**src/rtl/aes128_add_round_key.sv**
```systemverilog
// rtl/aes128_add_round_key.sv - AddRoundKey stage: byte-wise or bulk state collection XORed with the round key.
// Optional written-byte mask and protocol error flag enabled by defining AES128_ARK_CHECK_EN.
module aes128_add_round_key (
  input  logic         clk_i,
  input  logic         rst_n_i,
  input  logic         start_i,
  input  logic [7:0]   byte_data_i,
  input  logic [3:0]   byte_addr_i,
  input  logic         byte_valid_i,
  input  logic         byte_done_i,
  input  logic         bulk_load_i,
  input  logic [127:0] bulk_data_i,
  input  logic [127:0] key_i,
  output logic [127:0] state_o,
  output logic         busy_o,
  output logic         done_o,
  output logic         err_o
);

  typedef enum logic [1:0] {
    ST_IDLE    = 2'd0,
    ST_COLLECT = 2'd1,
    ST_DONE    = 2'd2
  } fsm_e;

  fsm_e         fsm_q, fsm_d;
  logic [127:0] state_q, state_d;
  logic [6:0]   byte_lsb;
  logic         byte_we;
  logic         bulk_we;
  logic         round_clear;

  always_ff @(posedge clk_i or negedge rst_n_i) begin
    if (!rst_n_i) begin
      fsm_q <= ST_IDLE;
    end else begin
      fsm_q <= fsm_d;
    end
  end

  always_comb begin
    fsm_d = fsm_q;
    case (fsm_q)
      ST_IDLE: begin
        if (start_i) begin
          fsm_d = ST_COLLECT;
        end else if (bulk_load_i) begin
          fsm_d = ST_DONE;
        end
      end
      ST_COLLECT: begin
        // A restart takes priority over a simultaneous done.
        if (!start_i && byte_done_i) begin
          fsm_d = ST_DONE;
        end
      end
      ST_DONE: fsm_d = ST_IDLE;
      default: fsm_d = ST_IDLE;
    endcase
  end

  always_comb begin
    busy_o = 1'b0;
    done_o = 1'b0;
    case (fsm_q)
      ST_COLLECT: busy_o = 1'b1;
      ST_DONE: begin
        busy_o = 1'b1;
        done_o = 1'b1;
      end
      default: begin
        busy_o = 1'b0;
        done_o = 1'b0;
      end
    endcase
  end

  always_comb begin
    byte_lsb    = {byte_addr_i, 3'b000};
    round_clear = start_i && ((fsm_q == ST_IDLE) || (fsm_q == ST_COLLECT));
    byte_we     = (fsm_q == ST_COLLECT) && byte_valid_i && !start_i;
    bulk_we     = (fsm_q == ST_IDLE) && bulk_load_i && !start_i;
    state_d     = state_q;
    if (bulk_we) begin
      state_d = bulk_data_i ^ key_i;
    end else if (byte_we) begin
      state_d[byte_lsb +: 8] = byte_data_i ^ key_i[byte_lsb +: 8];
    end
  end

  always_ff @(posedge clk_i or negedge rst_n_i) begin
    if (!rst_n_i) begin
      state_q <= '0;
    end else begin
      state_q <= state_d;
    end
  end

  assign state_o = state_q;

`ifdef AES128_ARK_CHECK_EN
  logic [15:0] mask_q, mask_d;
  logic [15:0] mask_wr;
  logic [15:0] addr_onehot;
  logic        err_q, err_d;

  always_comb begin
    addr_onehot = 16'h0001 << byte_addr_i;
    mask_wr     = byte_we ? (mask_q | addr_onehot) : mask_q;
    mask_d      = mask_q;
    err_d       = err_q;
    if (round_clear) begin
      mask_d = '0;
      err_d  = 1'b0;
    end else if (fsm_q == ST_COLLECT) begin
      mask_d = mask_wr;
      if (byte_we && ((mask_q & addr_onehot) != 16'h0000)) begin
        err_d = 1'b1;
      end
      // The completeness test includes a byte written in the same cycle as done.
      if (byte_done_i && (mask_wr != 16'hFFFF)) begin
        err_d = 1'b1;
      end
    end
  end

  always_ff @(posedge clk_i or negedge rst_n_i) begin
    if (!rst_n_i) begin
      mask_q <= '0;
      err_q  <= 1'b0;
    end else begin
      mask_q <= mask_d;
      err_q  <= err_d;
    end
  end

  assign err_o = err_q;
`else
  logic unused_check;
  assign unused_check = round_clear;
  assign err_o        = 1'b0;
`endif

endmodule

```
**config.mk**
```make
export PLATFORM = sky130hd
export DESIGN_NAME = aes128_add_round_key
export DESIGN_NICKNAME = d
export VERILOG_FILES = /design/src/rtl/aes128_add_round_key.sv
export SDC_FILE = /design/constraint.sdc
export NUM_CORES = 1
export LEC_CHECK = 0
export ABC_AREA = 1
export CORE_UTILIZATION = 35
export DETAILED_ROUTE_END_ITERATION = 12
export PLACE_DENSITY = 0.79
export SLEW_MARGIN = 20
export SYNTH_ARGS = -nofsm -noshare
export SYNTH_HDL_FRONTEND = slang
export SYNTH_SLANG_ARGS = --single-unit
export TNS_END_PERCENT = 30
```
**constraint.sdc**
```tcl
create_clock -name clk_i -period 3.13 [get_ports clk_i]
set_input_delay 0.7825 -clock clk_i [delete_from_list [all_inputs] [get_ports clk_i]]
set_output_delay 0.7825 -clock clk_i [all_outputs]
set_load 0.05 [all_outputs]
```
### Yosys cells after proc, flatten, opt, wreduce, memory -nomap -nowiden

Cells that the tools add are included.

| storage, ports and cells | value |
|---|---|
| flip-flop bits (word level) | 130 |
| input port bits | 274 |
| output and inout bits | 131 |
| logic and storage cells | 31 |

| operators by class | value |
|---|---|
| add/subtract/negate cells | 1 |
| equal/unequal tests | 4 |
| shift-type cells | 3 |
| multiplexer cells | 9 |
| bitwise logic cells | 2 |
| reductions and logical operators | 10 |

Operators by type and width:

| operator | count |
|---|---|
| $mux W128 | 2 |
| $bwmux W128 | 1 |
| $shift A8 B9 Y128 const A | 1 |
| $shiftx A128 B8 Y8 | 1 |
| $shiftx A8 B9 Y128 | 1 |
| $xor A128 B128 Y128 | 1 |
| $neg A7 Y9 | 1 |
| $xor A8 B8 Y8 | 1 |
| $mux W2 | 3 |
| $logic_and A1 B1 Y1 | 5 |
| $pmux W2 S2 | 1 |
| $ne A3 B3 Y1 const B | 1 |
| $eq A2 B1 Y1 const B | 1 |
| $eq A2 B2 Y1 const B | 1 |
| $logic_not A2 Y1 | 1 |
| $mux W1 | 2 |
| $ne A2 B2 Y1 const B | 1 |
| $reduce_and A2 Y1 | 1 |
| $reduce_bool A2 Y1 | 1 |
| $reduce_or A2 Y1 | 1 |
| $logic_not A1 Y1 | 1 |

### Logic depth before layout (Yosys ltp)

| depth | value |
|---|---|
| depth in word-level cells | 6 |
| gate-level depth with buffers | 15 |
| mapped depth without buffers | 12 |

### Worst setup path after synthesis

Ideal clock, no wire load.

| path | value |
|---|---|
| path kind | input -> register |
| start point | input port byte_addr_i[0] |
| end point | register state_q[100] (netlist: state_o[100]) |
| library setup time | 0.124 ns |
| arrival time | 2.774 ns |
| data required time | 3.006 ns |
| path slack | 0.233 ns |
| stages on the path | 15 |
| buffers on the path | 3 |
| path through | buf_4 inv_2 buf_4 buf_4 ha_1 xnor2_4 inv_2 nor2_2 nand2_1 nor2_1 inv_2 o21ai_4 inv_2 a21oi_1 a21oi_1 |

| between the ends | value |
|---|---|
| word-level cells in the longest chain between the ends | 6 |
| elaborated cells on any way between the ends | 8 |
| classes of those cells | add/sub (1); shift (3); mux (3); bitwise (1) |

RTL lines:

| element | line | text |
|---|---|---|
| start, declared | 8 | `input logic [3:0] byte_addr_i,` |
| $shiftx A128 B8 Y8 | 87 | `state_d[byte_lsb +: 8] = byte_data_i ^ key_i[byte_lsb +: 8];` |
| $xor A8 B8 Y8 | 87 |  |
| $shiftx A8 B9 Y128 | 87 |  |
| $bwmux W128 * | 87 |  |
| $mux W128 * | 86 | `end else if (byte_we) begin` |
| $mux W128 * | 84 | `if (bulk_we) begin` |
| end signal, assigned | 95 | `state_q <= state_d;` |
| end, declared | 27 | `logic [127:0] state_q, state_d;` |

Every way passes the cells marked *; elsewhere a longest branch is shown, timed or not. The select of a mux whose other input is x is not followed.
A chain may end at the register's enable or synchronous reset.

### Worst setup path after layout

| path | value |
|---|---|
| start point | input port byte_addr_i[1] |
| end point | register state_q[103] (netlist: state_o[103]) |

Same word-level chain as after synthesis.

==> flow_summary.yaml <==
die:
  initial_core_util_pct: 35.6
  core_um2: 26100
  placementRows: 59
  die_area_um2: 27200
  ios: 405
  fp.dieH_um: 165
  die_w_um: 165
logic_synthesis:
  ys_seq_area_share_pct: 35.0
  yosysMostFrequentCell: "nand2_1"
  synth_compound_area_share_pct: 21.7
  postSynthAreaPerCell_um2: 6.66
  synth_area_leaders: "dfrtp_1, nand2_1, nor2_1"
  netlist_instances: 1394
  ys_async_sr_fraction_pct: 100
  synth_fp_nets: 1674
  syn-cell-area_um2: 9280
  synth_adder_area_share_pct: 0.809
  synth-edff-count: 0
  synthSimpleGateAreaFrac_pct: 33.4
  yosys_warnings: 0
  ys_ff_latch: 130
  ys_types: 38
  synth_top_area_share_pct: 35.0
  synth_top_area_cell: "dfrtp_1"
  synth_top_family_by_area: "simple AND/OR/NAND/NOR gates"
  synth-xor-area-share_pct: 1.81
  synth_ff_type: "dfrtp_1"
  synthMuxAreaShare_pct: 0
  ys_top_cells_by_count: "nand2_1, nor2_1, a21oi_1, nand3_1, dfrtp_1"
hold_path:
  hold_path.class: "in2async"
cells_and_area:
  multi_input_area_um2: 5360
  nNetsFinal: 2128
  fill_cells: 2468
  regArea_um2: 3250
  fin_util_pct: 57.5
  drive_above_1_share_pct: 8.97
  area_delta_synth_final_pct: 61.3
clock_tree:
  numCtsBuffers: 17
  cts-root-buf: "clkbuf_16"
  path_clk_slew_ns: 0.06
  cts_tree: "yes"
  post_cts_buffers: 0
  clock-sinks: 130
  post_cts_resized: 0
  cts_max_level: 4
  clkLatencyLatePin_ns: 0.42
  cts.path.max_buffers: 2
  cts_hold_buf: 0
routing:
  first_iter_violations: 1172
  ant_nets: 0
  routed_wl_um: 44100
  wl_per_cell_um: 20.1
  first_pass_iters: 8
  vias_per_cell: 5.42
  drcViolationCount: 0
  vias: 11911
critical_path:
  r2r_slack_ns: 0.98
  cp_max_fo: 15
  start_kind: "input port"
  cp.required_ns: 3.46
  end_kind: "flop"
  critPathArrivalTime_ns: 3.07
  crit_type: "in2reg"
power:
  cellLeakagePower_uw: 0.00656
  power_uw: 13200
  powerDensity_nw_per_um2: 880
  peakVddDrop_mv: 0.757
sta:
  setup_viol: 0
  slew_viol_final: 0
  max_clock_freq_mhz: 365
  grt_setup_unrepaired: "false"
  min_period_over_period_pct: 87.5
  worst_pin_slew_ns: 0.719
  maxSlewHeadroom_pct: 52.1
  min_period_ns: 2.74
  tns_ns: 0
  hold_viol: 0
  fin_skew_ns: 0.00686
placed_design:
  globalplace.congestion: 0.926
  dp_hpwl_um: 35200
  io_buffers: 403
global_routing:
  grt_max_degree: 131
  grt_first_pass_wirelength_um: 65100
  grt_pass1_vias: 11216
  antenna_found_initial: 5
  overflow: 0
  grtUsageTotal_pct: 32.4
run_status:
  status: "complete, no violations"
run:
  cap_violations: 0
[flip-flops by register name (all words and copies together), names as in the netlist]
signal   flops
state_o    128
fsm_q        2
[cell type report]
class | instances | share of cell area, %
Antenna cell | 3 | 0.0501
Inverter | 106 | 2.67
Timing Repair Buffer | 490 | 32.5
Tap cell | 335 | 2.80
Sequential cell | 130 | 21.7
Multi-Input combinational cell | 1103 | 35.8
Clock buffer | 20 | 3.05
Clock inverter | 12 | 1.37
[kinds of logic (layout without fill, tap and decap cells)]
| group | count (synthesis) | after routing |
|---|---|---|
| AOI/OAI and AO/OA | 349 | 349 |
| and+or+nand+nor | 730 | 730 |
| xor gates and xnor gates | 17 | 17 |
| DFF | 130 | 130 |
| buffers and inverters | 161 | 628 |
| adders and majority gates | 6 | 6 |
| other | 1 | 4 |
[routing by layer]
layer / vias to the layer above / GRT usage, % / share of wire (%)
li1: 5617 / - / -
met5: - / 0 / 0.070
met2: 686 / 50.8 / 45
met4: 4 / 15.8 / 4.6
met1: 5493 / 42.2 / 41
met3: 111 / 6.81 / 9.1
[critical path, stage by stage]
cell             delay (ns)
clkdlybuf4s50_1        0.50
buf_4                  0.23
nor2_4                 0.16
buf_4                  0.23
nand3_1                0.10
nand2_1                0.10
inv_1                  0.05
nand3_1                0.09
nand2_1                0.06
nand2_1                0.06
and2_1                 0.24
buf_4                  0.22
nand2_1                0.07
a21oi_1                0.17
[report_power, final]
part           total [µW]  leakage, µW  switching (µW)  internal [µW]
combinational        7810      0.00469            5120           2680
clock                2280     0.000316             818           1460
sequential           3090      0.00155             545           2540
total               13200      0.00656            6480           6690
[through the flow]
step / cells / hold WS [ns] / area [µm²] / worst slack [ns]
floorplan: 1394 / 0.470 / 9280 / 0.233
detailed placement: 2164 / 0.486 / 14300 / 0.00399
global placement: 2164 / 0.474 / 14300 / 0.0489
CTS: 2196 / 0.499 / 15000 / 0.381
finish: 2199 / 0.478 / 15000 / 0.390
global route: 2197 / 0.522 / 15000 / 0.234
[placed cells by master, fill, tap and decap left out, drive strengths merged, types with 3 or more instances in the layout]
cell type / n
a21o: 28
a21oi: 173
a31oi: 21
buf: 89
bufinv: 5
clkbuf: 20
clkdlybuf4s50: 401
clkinv: 11
dfrtp: 130
diode: 3
ha: 6
inv: 100
nand2: 286
nand3: 145
nand4: 29
nor2: 260
nor3: 7
o211ai: 6
o21ai: 102
o221ai: 18
xnor2: 17
[worst paths after layout]
kind | end | startpoint | depth (start not counted)
worst max-delay path | state_o[103] | byte_addr_i[1] | 14
worst min-delay path | state_o[49] | rst_n_i | 2
worst max register to register | state_o[47] | fsm_q[0] | 9
worst min register to register | state_o[67] | state_o[67] | 2
max in group asynchronous | state_o[64] | rst_n_i | 2
min in group clk_i | state_o[67] | state_o[67] | 2
(Power assumes the default switching activity.)
